### src/rtl/led_scan_ctrl.sv
// -----------------------------------------------------------------------------
// led_scan_ctrl
//
// Time-multiplexing scan controller for a bank of common-anode 7-segment
// digits that share one led_decoder. It walks the digits one at a time
// (DRIVE slot followed by an all-off DEAD gap), feeds the shared decoder with
// the current digit's nibble/dot/enable, and drives the active-low digit
// selects. Display values are double-buffered: a write lands in a pending
// buffer and is copied into the displayed shadow only at a frame boundary.
//
// Ports:
//   clk          system clock
//   rst_n        asynchronous, active-low reset
//   wr_en        one-cycle write strobe
//   wr_data      new hex nibbles, nibble i -> digit i (digit 0 rightmost)
//   wr_dot       new decimal points, 1 = lit
//   lzb_en       leading-zero blanking enable (sampled every cycle)
//   dec_dat      nibble to the shared decoder
//   dec_dot      dot to the shared decoder
//   dec_en       enable to the shared decoder
//   dig_sel_n    active-low digit selects, at most one low
//   frame_sync   one-cycle pulse during the frame-boundary cycle
//   upd_pending  a written value is waiting for the next frame boundary
// -----------------------------------------------------------------------------
module led_scan_ctrl #(
    parameter int DIGITS   = 8,
    parameter int PRESCALE = 1000,
    parameter int DEAD     = 16
) (
    input  logic                  clk,
    input  logic                  rst_n,
    input  logic                  wr_en,
    input  logic [4*DIGITS-1:0]   wr_data,
    input  logic [DIGITS-1:0]     wr_dot,
    input  logic                  lzb_en,
    output logic [3:0]            dec_dat,
    output logic                  dec_dot,
    output logic                  dec_en,
    output logic [DIGITS-1:0]     dig_sel_n,
    output logic                  frame_sync,
    output logic                  upd_pending
);

    localparam int IDX_W   = (DIGITS > 1) ? $clog2(DIGITS) : 1;
    localparam int CNT_MAX = (PRESCALE > DEAD) ? PRESCALE : DEAD;
    localparam int CNT_W   = (CNT_MAX > 1) ? $clog2(CNT_MAX) : 1;

    localparam logic [IDX_W-1:0] IDX_LAST   = IDX_W'(DIGITS - 1);
    localparam logic [CNT_W-1:0] DRIVE_LAST = CNT_W'(PRESCALE - 1);
    localparam logic [CNT_W-1:0] DEAD_LAST  = CNT_W'(DEAD - 1);

    typedef enum logic {
        ST_DRIVE = 1'b0,
        ST_DEAD  = 1'b1
    } state_t;

    // Scan state
    state_t               state_q, state_d;
    logic [IDX_W-1:0]     idx_q, idx_d;
    logic [CNT_W-1:0]     cnt_q, cnt_d;

    // Display buffers
    logic [4*DIGITS-1:0]  pend_data_q, pend_data_d;
    logic [DIGITS-1:0]    pend_dot_q, pend_dot_d;
    logic [4*DIGITS-1:0]  shd_data_q, shd_data_d;
    logic [DIGITS-1:0]    shd_dot_q, shd_dot_d;
    logic                 upd_pending_q, upd_pending_d;

    // Registered outputs
    logic [3:0]           dec_dat_q, dec_dat_d;
    logic                 dec_dot_q, dec_dot_d;
    logic                 dec_en_q, dec_en_d;
    logic [DIGITS-1:0]    dig_sel_n_q, dig_sel_n_d;
    logic                 frame_sync_q, frame_sync_d;

    logic                 boundary;
    logic                 blank;

    // Nibble view of the next shadow value, so the outputs registered for the
    // first DRIVE cycle after a boundary already show the new value.
    logic [3:0]           nib [DIGITS];

    for (genvar gi = 0; gi < DIGITS; gi++) begin : g_nib
        assign nib[gi] = shd_data_d[4*gi +: 4];
    end

    // Current cycle is the last DEAD cycle of the last digit.
    assign boundary = (state_q == ST_DEAD) && (cnt_q == DEAD_LAST) && (idx_q == IDX_LAST);

    // Scan sequencing
    always_comb begin
        state_d = state_q;
        idx_d   = idx_q;
        cnt_d   = cnt_q + 1'b1;
        case (state_q)
            ST_DRIVE: begin
                if (cnt_q == DRIVE_LAST) begin
                    state_d = ST_DEAD;
                    cnt_d   = '0;
                end
            end
            default: begin
                if (cnt_q == DEAD_LAST) begin
                    state_d = ST_DRIVE;
                    cnt_d   = '0;
                    idx_d   = (idx_q == IDX_LAST) ? '0 : idx_q + 1'b1;
                end
            end
        endcase
    end

    // Double buffer. A write arriving on the boundary cycle bypasses the
    // pending buffer so it is not shown a frame late behind an older value.
    always_comb begin
        pend_data_d   = pend_data_q;
        pend_dot_d    = pend_dot_q;
        shd_data_d    = shd_data_q;
        shd_dot_d     = shd_dot_q;
        upd_pending_d = upd_pending_q;
        if (wr_en) begin
            pend_data_d   = wr_data;
            pend_dot_d    = wr_dot;
            upd_pending_d = 1'b1;
        end
        if (boundary) begin
            if (wr_en) begin
                shd_data_d    = wr_data;
                shd_dot_d     = wr_dot;
                upd_pending_d = 1'b0;
            end else if (upd_pending_q) begin
                shd_data_d    = pend_data_q;
                shd_dot_d     = pend_dot_q;
                upd_pending_d = 1'b0;
            end
        end
    end

    // Outputs are computed from the next state so that, once registered, they
    // line up exactly with the state they describe.
    always_comb begin
        // Blanked when every nibble from this digit upward is zero; digit 0
        // always shows.
        blank = lzb_en && (idx_d != '0) && ((shd_data_d >> {idx_d, 2'b00}) == '0);

        dig_sel_n_d  = '1;
        dec_dat_d    = dec_dat_q;
        dec_dot_d    = dec_dot_q;
        dec_en_d     = 1'b0;
        frame_sync_d = (state_d == ST_DEAD) && (cnt_d == DEAD_LAST) && (idx_d == IDX_LAST);
        if (state_d == ST_DRIVE) begin
            dig_sel_n_d[idx_d] = 1'b0;
            dec_dat_d          = nib[idx_d];
            dec_dot_d          = shd_dot_d[idx_d] && !blank;
            dec_en_d           = !blank;
        end
    end

    always_ff @(posedge clk or negedge rst_n) begin
        if (!rst_n) begin
            state_q       <= ST_DEAD;
            idx_q         <= IDX_LAST;
            cnt_q         <= '0;
            pend_data_q   <= '0;
            pend_dot_q    <= '0;
            shd_data_q    <= '0;
            shd_dot_q     <= '0;
            upd_pending_q <= 1'b0;
            dec_dat_q     <= '0;
            dec_dot_q     <= 1'b0;
            dec_en_q      <= 1'b0;
            dig_sel_n_q   <= '1;
            frame_sync_q  <= 1'b0;
        end else begin
            state_q       <= state_d;
            idx_q         <= idx_d;
            cnt_q         <= cnt_d;
            pend_data_q   <= pend_data_d;
            pend_dot_q    <= pend_dot_d;
            shd_data_q    <= shd_data_d;
            shd_dot_q     <= shd_dot_d;
            upd_pending_q <= upd_pending_d;
            dec_dat_q     <= dec_dat_d;
            dec_dot_q     <= dec_dot_d;
            dec_en_q      <= dec_en_d;
            dig_sel_n_q   <= dig_sel_n_d;
            frame_sync_q  <= frame_sync_d;
        end
    end

    assign dec_dat     = dec_dat_q;
    assign dec_dot     = dec_dot_q;
    assign dec_en      = dec_en_q;
    assign dig_sel_n   = dig_sel_n_q;
    assign frame_sync  = frame_sync_q;
    assign upd_pending = upd_pending_q;

endmodule

### config.mk
export PLATFORM = sky130hd
export DESIGN_NAME = led_scan_ctrl
export DESIGN_NICKNAME = d
export VERILOG_FILES = /design/src/rtl/led_scan_ctrl.sv
export SDC_FILE = /design/constraint.sdc
export NUM_CORES = 1
export LEC_CHECK = 0
export CELL_PAD_IN_SITES_DETAIL_PLACEMENT = 1
export CELL_PAD_IN_SITES_GLOBAL_PLACEMENT = 2
export CORE_ASPECT_RATIO = 0.7
export CORE_UTILIZATION = 37
export DETAILED_ROUTE_END_ITERATION = 6
export DONT_BUFFER_PORTS = 1
export PLACE_DENSITY = 0.74
export SLEW_MARGIN = 20
export SYNTH_ARGS = -nofsm -noshare
export SYNTH_HDL_FRONTEND = slang
export SYNTH_SLANG_ARGS = --single-unit
### constraint.sdc
create_clock -name clk -period 3.05 [get_ports clk]
set_clock_uncertainty 0.1 [all_clocks]
set_input_delay 0.4575 -clock clk [delete_from_list [all_inputs] [get_ports clk]]
set_output_delay 0.4575 -clock clk [all_outputs]
set_load 0.005 [all_outputs]
== Word-level counts from Yosys, hierarchy flattened ==
Index checks and enable logic that the tools add are counted.

* Output and inout bits: 16
* Register bits after elaboration: 110
* Bits of input ports: 44

* $add $sub $neg: 2
* Order comparisons: 3
* Bitwise gates (word level): 2
* Shifts and indexed selects: 1
* Reductions and logical operators: 11
* Muxes and demuxes: 28
* Equality and inequality tests: 5

{| class="wikitable"
|+ Operators with widths
! cell !! number
|-
| $mux W32 || 3
|-
| $logic_not A32 Y1 || 1
|-
| $mux W8 || 4
|-
| $shr A32 B5 Y32 || 1
|-
| $mux W10 || 3
|-
| $eq A10 B4 Y1 const B || 2
|-
| $bmux W4 S3 || 1
|-
| $add A10 B1 Y10 const B || 1
|-
| $eq A10 B10 Y1 const B || 1
|-
| $mux W1 || 10
|-
| $mux W3 || 3
|-
| $logic_and A1 B1 Y1 || 8
|-
| $mux W4 || 2
|-
| $not A8 Y8 || 1
|-
| $eq A3 B3 Y1 const B || 2
|-
| $ge A4 B4 Y1 const B || 1
|-
| $lt A3 B4 Y1 const B || 1
|-
| $not A3 Y4 || 1
|-
| $add A3 B1 Y3 const B || 1
|-
| $bmux W1 S3 || 1
|-
| $demux W1 S3 || 1
|-
| $ge A3 B1 Y1 const B || 1
|-
| $reduce_bool A3 Y1 || 1
|-
| $logic_not A1 Y1 || 1
|}

== Logic depth before layout (Yosys ltp) ==
Gate-level depths: netlist of run 1.

* Depth in word-level cells: 10
* Gate-level depth with buffers: 13
* Depth with buffers taken out: 12

== Least setup slack after synthesis of run 1 ==
No wires, ideal clock.

* Kind: reg-to-reg
* From: register state_q
* To: register dec_en_q (netlist: dec_en)
* Stages on the path, launching flop included: 9
* Path slack: -0.110 ns
* Arrival: 2.924 ns
* Cells stage by stage: dfstp_2 or4b_4 nor4_4 mux2_2 mux2_2 mux2_2 mux2_2 nor4_1 a21oi_1

* Longest elaborated chain between the ends: 8

{| class="wikitable"
|+ RTL lines
! element !! line !! RTL
|-
| start: declaration || 58 || <nowiki>state_t state_q, state_d;</nowiki>
|-
| start signal: assignment || 174 || <nowiki>state_q <= state_d;</nowiki>
|-
| $logic_and A1 B1 Y1 (2 in series) || 88 || <nowiki>assign boundary = (state_q == ST_DEAD) && (cnt_q == DEAD_LAST) && (idx_q == IDX_LAST);</nowiki>
|-
| $mux W32 || 125 || <nowiki>if (boundary) begin</nowiki>
|-
| net shd_data_d[0] || 65 || <nowiki>logic [4*DIGITS-1:0] shd_data_q, shd_data_d;</nowiki>
|-
| $shr A32 B5 Y32 || 143 || <nowiki>blank = lzb_en && (idx_d != '0) && ((shd_data_d >> {idx_d, 2'b00}) == '0);</nowiki>
|-
| $logic_not A32 Y1 || 143 ||
|-
| $logic_and A1 B1 Y1 || 143 ||
|-
| $logic_not A1 Y1 || 154 || <nowiki>dec_en_d = !blank;</nowiki>
|-
| $mux W1 || 150 || <nowiki>if (state_d == ST_DRIVE) begin</nowiki>
|-
| net dec_en_d || 72 || <nowiki>logic dec_en_q, dec_en_d;</nowiki>
|-
| end signal: assignment || 184 || <nowiki>dec_en_q <= dec_en_d;</nowiki>
|-
| end: declaration || 72 ||
|}

The timed path passes the listed nets, and every way through them passes these cells.
A chain may end at the register's enable or synchronous reset.

== Worst setup path in the final report of run 1 ==
* From: register state_q
* To: register dec_en_q (netlist: dec_en)

* Longest elaborated chain between the ends: 8

{| class="wikitable"
|+ RTL lines
! element !! line
|-
| $logic_and A1 B1 Y1 (2 in series) || 88
|-
| $mux W32 || 125
|-
| $shr A32 B5 Y32 || 143
|-
| $logic_not A32 Y1 || 143
|-
| $logic_and A1 B1 Y1 || 143
|-
| $logic_not A1 Y1 || 154
|-
| $mux W1 * || 150
|-
| net dec_en_d || 72
|}

Mark *: on every way through the listed nets, which the timed path passes. The rest lies on a longest branch.

==> results_dict.tcl, run 1 <==
set metrics [dict create \
    gp_congestion 0.861 \
    crit_type "flop to flop" \
    synth_edf_count 0 \
    crit_family "compound AO/OA/AOI/OAI gates" \
    hpwl_um 11000 \
    reg2reg_to "dec_en" \
    fin_ws_ns -0.150 \
    firstDrtPassIters 5 \
    fmax_mhz 312 \
    diodes 0 \
    r2r-start "state_q" \
    irDropWorstVdd_v 0.000229 \
    rows 36 \
    cp_max_fo 4 \
    synth_commonest_cells "98 x dfrtp_1, 59 x nor2_1, 54 x mux2_2" \
    antenna_found_initial 0 \
    tightest_slew_ns 1.02 \
    status "finished, violations left" \
    yosys.area.top_type "dfrtp_1" \
    h-tree-depth 3 \
    hold_violations 110 \
    fp.dieH_um 102 \
    relSlewSlack 0.318 \
    drive_gt1_frac 0.353 \
    maxCapViolations 0 \
    dieWidth_um 145 \
    path_depth 10 \
    start_util 0.379 \
    cp_slowest_stage_delay_ns 0.57 \
    nets 591 \
    grt-ovfl-total 0 \
    initialDrtViolationCount 252 \
    synth-seq-cells 110 \
    cts.path.max_buffers 2 \
    reg2regPathDepth 10 \
    synth-seq-area-share 0.523 \
    crit_path_start_kind "flop" \
    period_minus_slack_ns 3.20 \
    cts_root_buffer "clkbuf_16" \
    crit_buf_inv 1 \
    worstHoldPathType "input port to asynchronous set/reset pin" \
    design_area_um2 6560 \
    remaining_drc_errors 0 \
    drt_wl_total_um 15400 \
    leakage_uw 0.00289 \
    end_kind "flop" \
    crit_arrival_ns 3.32 \
    crit_chain "or4b_4, o31ai_4, and2_4, nor2_1, buf_4, a222oi_1, o2111a_1, o311ai_4, nor4_2, a21oi_1" \
    cp_slowest_cell "dfstp_2" \
    drv_slew 0 \
    io_buffers 0 \
    tritoncts "built" \
    rsz0062_at_grt "yes" \
    yosysTopAreaCellShare 0.463 \
    grt_pass1_vias 4274 \
    yosys_warnings 0 \
    synth.avg_cell_area_um2 10.8 \
    pwr_density_cell_nw_per_um2 433 \
    cts_inserted_buffers 9 \
    syn2layout_area_growth_pct 23.8 \
    crit_required_ns 3.17 \
    synth_cell_type_count 65 \
    design.core.area_um2 14000 \
    yosysMostFrequentCell "dfrtp_1" \
    cts_num_sinks 110 \
    grtUsageTotal 0.218 \
    holdWs_ns -0.301 \
    syn_inst 490 \
    ys.flop_type "dfrtp_1" \
    clk_latency_ns 0.35 \
    vias_per_cell 5.59 \
    postSynth.asyncResetShare 1.00 \
    synth_area_leaders "dfrtp_1 46%, mux2_2 11%, dfstp_2 6.0%, nor2_1 4.2%, nand2_1 3.3%" \
    violations "hold timing, setup timing" \
    setup_viol 4 \
    drtAntennaViolNets 0 \
    place_area_um2 5890 \
    synth_area_um2 5300 \
    io_pins 60 \
    r2r_slack_ns -0.15 \
    die_area_um2 14800 \
    power_uw 2840 \
    clk_pin_slew_ns 0.07 \
    period_share 1.05 \
    grt_max_degree 111 \
    routedWlPerCell_um 20.8 \
    grt_pass1_wl_um 24700 \
    dr_total_vias 4129 \
    syn_nets 537 \
]
worst max-delay path by stage:
stage | from | end | slack [ns]
floorplan | state_q | dec_en | -0.07
global placement | state_q | dec_dot | -0.15
detailed placement | state_q | dec_dot | -0.31
CTS | state_q | dec_en | -0.03
global route | state_q | dec_en | -0.28
finish | state_q | dec_en | -0.15
worst register-to-register path, delay by kind of cell (launching register included):
family                 cells  cell delay [ns]
AOI/OAI and AO/OA          5             1.19
DFF                        1             0.57
and+or+nand+nor            4             1.07
buffers and inverters      1             0.14
through the flow:
step / util / setup WS, ns / TNS [ns] / cells
3_5_place_dp: 0.422 / -0.313 / -0.999 / 713
3_3_place_gp: 0.422 / -0.149 / -0.345 / 713
4_1_cts: 0.458 / -0.0289 / -0.0574 / 734
6_report: 0.470 / -0.150 / -0.336 / 739
5_1_grt: 0.470 / -0.282 / -1.05 / 739
2_1_floorplan: - / -0.0749 / -0.117 / 490
kinds of logic after synthesis:
group / Yosys count / synth area share
mux: 62 / 0.133
buf+inv: 43 / 0.0347
compound gates: 106 / 0.143
xor+xnor: 8 / 0.0132
flops: 110 / 0.523
simple gates: 158 / 0.146
fa+ha+maj: 3 / 0.00709
cell usage in the layout, fill, tap and decap left out, types with 3 or more instances in the layout:
cell type	n
nor2b_1	6
a31oi_1	9
mux2_2	50
o31ai_4	3
nor4_4	3
dfrtp_1	98
a21oi_1	11
nand4_1	4
o21ai_0	10
nor4_1	5
dfstp_2	12
o21a_1	3
nor2_1	58
mux2_4	5
clkbuf_1	3
xnor2_1	6
mux2i_1	6
a22oi_1	15
inv_1	13
clkbuf_16	9
buf_4	62
nor3_1	4
nand2_1	45
o21ai_1	5
and2_1	3
nand3_1	3
a32oi_1	11
buf_6	7
and3_1	4
per-layer routing:
layer,up-vias,global-route usage,share of wire
li1,1897,-,-
met1,2119,0.322,0.50
met2,104,0.315,0.42
met3,9,0.0603,0.063
met4,0,0.0499,0.0077
met5,-,0,0
repair_timing:
| item | 4_1_cts | 5_1_grt |
|---|---|---|
| setup endpoints to repair | 6 | 7 |
| resized for setup | 41 | 25 |
| hold endpoints to repair | 110 | 110 |
| pin swaps | 5 | 16 |
| cloned | 0 | 0 |
| setup buffers | 5 | 6 |
power by group:
group | internal (uW) | switching (uW)
Sequential | 1520 | 24.9
Combinational | 66.7 | 55.6
Clock | 662 | 517
Total | 2240 | 597
area by class of cell:
cell class,instances,area [um^2]
tap,190,238
timing repair buffer,71,584
multi-input combinational,337,2610
sequential,110,2770
clock inverter,3,46.3
fill,1495,7410
clock buffer,13,250
inverter,15,58.8
state kept, by name (all words and copies together) (netlist names):
register and count:
dec_en 1, shd_dot_q 8, upd_pending 1, frame_sync 1, pend_data_q 32, cnt_q 10, state_q 1, idx_q 3
shd_data_q 32, dec_dat 4, dig_sel_n 8, dec_dot 1, pend_dot_q 8
Note: power is estimated with default switching activity, not from simulation.
==> inputs of run 2 (changes only) <==
Settings changed: SLEW_MARGIN 20 to default.
==> results of run 2 <==
No change in the layout: final DEF, timing and power equal those of run 1.
